[config.mk]
export PLATFORM = sky130hd
export DESIGN_NAME = crypto_seq_ctrl
export DESIGN_NICKNAME = d
export VERILOG_FILES = /design/src/rtl/crypto_pkg.sv /design/src/rtl/crypto_op_legal.sv /design/src/rtl/crypto_seq_ctrl.sv
export SDC_FILE = /design/constraint.sdc
export NUM_CORES = 1
export LEC_CHECK = 0
export CAP_MARGIN = 30
export CORE_ASPECT_RATIO = 2
export CORE_MARGIN = 10
export CORE_UTILIZATION = 35
export DETAILED_ROUTE_END_ITERATION = 10
export PLACE_DENSITY = 0.77
export SLEW_MARGIN = 20
export SYNTH_ARGS = -nofsm -noshare
export SYNTH_HDL_FRONTEND = slang
export SYNTH_SLANG_ARGS = --single-unit
[constraint.sdc]
create_clock -name clk -period 2.6 [get_ports clk]
set_input_delay 0.26 -clock clk [delete_from_list [all_inputs] [get_ports clk]]
set_output_delay 0.26 -clock clk [all_outputs]
set_load 0.05 [all_outputs]
[src/rtl/crypto_pkg.sv]
// Shared types and constants for the scalar-crypto sequencer: FSM encoding,
// crypto-vector field positions and the default abort budget.
package crypto_pkg;

  localparam int VEC_W  = 20;
  localparam int OP_W   = 18;
  localparam int BS_MSB = 19;
  localparam int BS_LSB = 18;
  localparam int OP_MSB = 17;
  localparam int OP_LSB = 0;

  // Extremes of decode's one-hot op ordering.
  localparam int OP_SAES32_ENCS = 17;
  localparam int OP_SSM4_ED     = 0;

  localparam int DEF_TIMEOUT_CYCLES = 64;

  typedef enum logic [1:0] {
    ST_IDLE = 2'd0,
    ST_REQ  = 2'd1,
    ST_WAIT = 2'd2,
    ST_WB   = 2'd3
  } state_t;

endpackage

[src/rtl/crypto_op_legal.sv]
// Exactly-one-hot check of the decoded crypto op flags.
// Purely combinational, zero latency, no flow control.
module crypto_op_legal
  import crypto_pkg::*;
(
  input  logic [OP_W-1:0] op,
  output logic            legal
);

  // x & (x-1) clears the lowest set bit; zero afterwards means at most one bit was set.
  assign legal = (op != '0) && ((op & (op - OP_W'(1))) == '0);

endmodule

[src/rtl/crypto_seq_ctrl.sv]
// Sequences one scalar-crypto op through the shared unit (req/ack/done) and writes its result back.
// Min 2 cycles of stall (issue, ack+done); decode is stalled until commit; load writeback holds the WB slot.
module crypto_seq_ctrl
  import crypto_pkg::*;
#(
  parameter int TIMEOUT_CYCLES = DEF_TIMEOUT_CYCLES
) (
  input  logic              clk,
  input  logic              rst,
  input  logic              issue_valid,
  input  logic [VEC_W-1:0]  crypto_instruction,
  input  logic [31:0]       rs1_val,
  input  logic [31:0]       rs2_val,
  input  logic [4:0]        rd_in,
  output logic              stall_o,
  output logic              cu_req,
  output logic [OP_W-1:0]   cu_op,
  output logic [1:0]        cu_bs,
  output logic [31:0]       cu_rs1,
  output logic [31:0]       cu_rs2,
  input  logic              cu_ack,
  input  logic              cu_done,
  input  logic [31:0]       cu_result,
  input  logic              load_wb,
  output logic              wb_we,
  output logic [4:0]        wb_rd,
  output logic [31:0]       wb_data,
  output logic              err_o
);

  localparam int CW = $clog2(TIMEOUT_CYCLES + 1);
  localparam logic [CW-1:0] CNT_MAX = CW'(TIMEOUT_CYCLES);

  state_t          state_q, state_d;
  logic [CW-1:0]   cnt_q;
  logic            res_valid_q;
  logic [4:0]      rd_q;
  logic [31:0]     res_q;
  logic            req_q;
  logic            err_q;
  logic            legal;
  logic            accept, bad, take_res, tmo, tmo_hit, commit;

  crypto_op_legal u_legal (
    .op    (crypto_instruction[OP_MSB:OP_LSB]),
    .legal (legal)
  );

  assign tmo_hit = (cnt_q == CNT_MAX);
  assign commit  = !(res_valid_q && load_wb);

  always_comb begin
    state_d  = state_q;
    stall_o  = 1'b0;
    wb_we    = 1'b0;
    accept   = 1'b0;
    bad      = 1'b0;
    take_res = 1'b0;
    tmo      = 1'b0;
    case (state_q)
      ST_IDLE: begin
        if (issue_valid) begin
          if (legal) begin
            stall_o = 1'b1;
            accept  = 1'b1;
            state_d = ST_REQ;
          end else begin
            bad = 1'b1;
          end
        end
      end
      ST_REQ: begin
        stall_o = 1'b1;
        if (cu_ack && cu_done) begin
          take_res = 1'b1;
          state_d  = ST_WB;
        end else if (tmo_hit) begin
          tmo     = 1'b1;
          state_d = ST_WB;
        end else if (cu_ack) begin
          state_d = ST_WAIT;
        end
      end
      ST_WAIT: begin
        stall_o = 1'b1;
        // A done arriving in the expiry cycle still delivers its result.
        if (cu_done) begin
          take_res = 1'b1;
          state_d  = ST_WB;
        end else if (tmo_hit) begin
          tmo     = 1'b1;
          state_d = ST_WB;
        end
      end
      ST_WB: begin
        if (commit) begin
          wb_we   = res_valid_q && (rd_q != 5'd0);
          state_d = ST_IDLE;
        end else begin
          stall_o = 1'b1;
        end
      end
      default: state_d = ST_IDLE;
    endcase
  end

  always_ff @(posedge clk) begin
    if (rst) begin
      state_q     <= ST_IDLE;
      cnt_q       <= '0;
      res_valid_q <= 1'b0;
      rd_q        <= '0;
      res_q       <= '0;
      cu_op       <= '0;
      cu_bs       <= '0;
      cu_rs1      <= '0;
      cu_rs2      <= '0;
      req_q       <= 1'b0;
      err_q       <= 1'b0;
    end else begin
      state_q <= state_d;
      req_q   <= (state_d == ST_REQ);
      err_q   <= bad || tmo;
      if (accept) begin
        cu_op       <= crypto_instruction[OP_MSB:OP_LSB];
        cu_bs       <= crypto_instruction[BS_MSB:BS_LSB];
        cu_rs1      <= rs1_val;
        cu_rs2      <= rs2_val;
        rd_q        <= rd_in;
        cnt_q       <= '0;
        res_valid_q <= 1'b0;
      end else if ((state_q == ST_REQ || state_q == ST_WAIT) && !tmo_hit) begin
        cnt_q <= cnt_q + CW'(1);
      end
      if (take_res) begin
        res_q       <= cu_result;
        res_valid_q <= 1'b1;
      end else if (tmo) begin
        res_valid_q <= 1'b0;
      end
    end
  end

  assign cu_req  = req_q;
  assign err_o   = err_q;
  assign wb_rd   = rd_q;
  assign wb_data = res_q;

endmodule

==> impl_metrics.toml <==
[run_status]
outcome = "finished, violations left"
violations = "negative setup slack"

[cells_and_area]
drive_gt1_frac = 0.173
nets = 1142
nFillCells = 1367
design_area_um2 = 9980
area_delta_synth_final_pct = 71.8

[clocking]
ctsHtreeMaxLevel = 4
cts_buffers = 17
clk_path_buf_depth = 2
clock_sinks = 133
postCtsHoldBufs = 0
root_buffer = "clkbuf_16"
clkLatencyLatePin_ns = 0.41
cts.reportedPaths.clkPinSlew_ns = 0.05
cts_tree = "built"

[logic_synthesis]
async_reset_ff_frac = 0
syn_avg_cell_area_um2 = 7.80
ys_types = 44
netlist_instances = 745
netlist.area_leader.share = 0.458
syn_nets = 878
synthMostInstantiatedCell = "dfxtp_1"
yosys-top-cells-count = "dfxtp_1 (133), a21oi_1 (125), inv_1 (94)"
ys.flop_type = "dfxtp_1"
yosysSeqAreaShare = 0.458
syn_area_um2 = 5810
synth_area_leaders = "dfxtp_1 (46%), a21oi_1 (11%), or3_1 (9.9%), o21ai_0 (8.0%), inv_1 (6.1%)"
synth-edff-count = 0
yosys_warnings = 0
ys_ff_latch = 133
yosys.area.top_type = "dfxtp_1"

[critical_path]
critPathKind = "input pin to output pin"
critPathMaxStageDelay_ns = 0.43
crit_path_end_kind = "output pin"
arrival_ns = 2.47
cp_num_buf_inv = 3
crit_family = "simple AND/OR/NAND/NOR gates"
crit_top_cell = "buf_12"
slowest_stage = "or4_4"
path_cells = "dlygate4sd2_1 > or4_4 > nor4_4 > mux2_4 > or3_4 > buf_12 > o22ai_4 > buf_12"
cp-start-kind = "input pin"
cp_max_fo = 2
required_ns = 2.34

[floorplan]
die_area_um2 = 22500
die_y_um = 202
ios = 252
core_area_um2 = 16300
fp.dieW_um = 111
rows = 66
initial_core_util = 0.357

[detailed_routing]
drt-initial-drc-count = 230
first_pass_iters = 4
drc = 0
routedWlPerCell_um = 18.4
wl_um = 22600
via_count = 6209
vias_per_cell = 5.06
ant_nets = 0

[timing]
fin_ws_ns = -0.126
tightest_slew_ns = 0.604
max_slew_margin = 0.596
finalSetupTns_ns = -1.00
final-max-slew-violation-count = 0
setup_viol = 53
rsz0062_at_grt = "yes"
hold_viol = 0
fmax_ghz = 0.367
fin_crit_sh = 1.05
finalCriticalPeriod_ns = 2.73
finalClockSkew_ns = 0.0119

[run]
max_cap_violations = 0

[placed_design]
hpwl_um = 14800
gp_congestion = 0.860
placed_area_um2 = 8660
portBuffers = 251

[global_routing]
grt_pass1_vias = 6262
overflow = 0
antenna_found_initial = 1
grt_max_degree = 52
grt_pass1_wl_um = 34200
track_usage = 0.187

[power]
power_uw = 4940
p_leak_uw = 0.00376
power_density_nw_per_um2 = 495
irDropWorstVdd_v = 0.000390

[worst_hold_path]
hold_path_class = "input pin to register"
[state kept, by name, indices dropped and copies added, names as in the netlist]
register and flops:
err_o 1, wb_data 32, cu_rs2 32, wb_rd 5
cu_op 18, cu_bs 2, state_q 2, cnt_q 7
cu_rs1 32, res_valid_q 1, cu_req 1
[timing repair]
action / CTS / global route
gates cloned: 6 / 4
setup buffers: 8 / 2
endpoints found under the setup margin: 102 / 101
pin swaps: 10 / 13
gates resized for setup: 69 / 103
[kinds of logic (layout without fill, tap and decap cells)]
| logic type | count (synthesis) | after routing | synth area share |
|---|---|---|---|
| and+or+nand+nor | 202 | 202 | 0.186 |
| DFF | 133 | 133 | 0.458 |
| AOI/OAI and AO/OA | 236 | 236 | 0.213 |
| muxes | 2 | 2 | 0.00366 |
| xor gates and xnor gates | 6 | 6 | 0.00904 |
| buffers and inverters | 158 | 435 | 0.114 |
| other | 0 | 1 | 0 |
| adders and majority gates | 8 | 8 | 0.0164 |
[path summary, 6_finish.rpt]
path | end | slack [ns] | cells after the start | start
hold reg to reg | wb_data[29]$_SDFFE_PP0P_ | 0.45 | 2 | wb_data[29]$_SDFFE_PP0P_
setup reg to reg | cu_rs1[24]$_SDFFE_PP0P_ | 0.52 | 9 | state_q[0]$_SDFF_PP0_
setup / recovery | stall_o | -0.13 | 8 | crypto_instruction[13]
hold / removal | cu_op[5]$_SDFFE_PP0P_ | 0.22 | 4 | crypto_instruction[5]
[cell type report]
cell class | instances | area (um^2) | share of cell area
repair buffers | 309 | 3260 | 0.326
multi-input cells | 454 | 2830 | 0.283
flip-flops and latches | 133 | 2660 | 0.267
clock buffers | 19 | 443 | 0.0444
inverters | 94 | 353 | 0.0353
well taps | 204 | 255 | 0.0256
clock inverters | 13 | 181 | 0.0182
diodes | 1 | 2.50 | 0.000251
[power breakdown]
part           switching [uW]  total, uW  internal (uW)
combinational             148        375            227
clock                     902       2530           1630
sequential              0.212       2040           2040
total                    1050       4940           3890
[worst min-delay path, cell delays in order]
cell and delay (ns):
clkbuf_2 0.10, inv_1 0.06, or3_1 0.12, a21oi_2 0.05
[layout by cell type, fill, tap and decap left out, types with 15 or more instances in the layout]
master,n
a21oi_1,84
nand2_1,71
o21ai_1,24
buf_4,34
or3_4,15
a21oi_2,41
dfxtp_1,133
clkbuf_16,19
inv_1,94
clkdlybuf4s50_1,233
or3_1,77
o21ai_0,66
[per-layer routing]
metal  track usage  wire length (um)  vias to the layer above
li1              -                 -                     3031
met1         0.182              7850                     2907
met2         0.325             11900                      219
met3        0.0652              1600                       52
met4         0.127              1300                        0
met5             0                 0                        -
[through the flow]
stage                     utilization  worst slack (ns)  std cells  hold WS [ns]
after floorplan                     -            -0.109        745         0.396
after global placement          0.533            -0.624       1174         0.441
after detailed placement        0.533            -0.630       1174         0.446
after CTS                       0.591            -0.191       1220         0.285
after global routing            0.614            -0.163       1227         0.235
final                           0.614            -0.126       1227         0.224
Note: power is estimated with default switching activity, not from simulation.
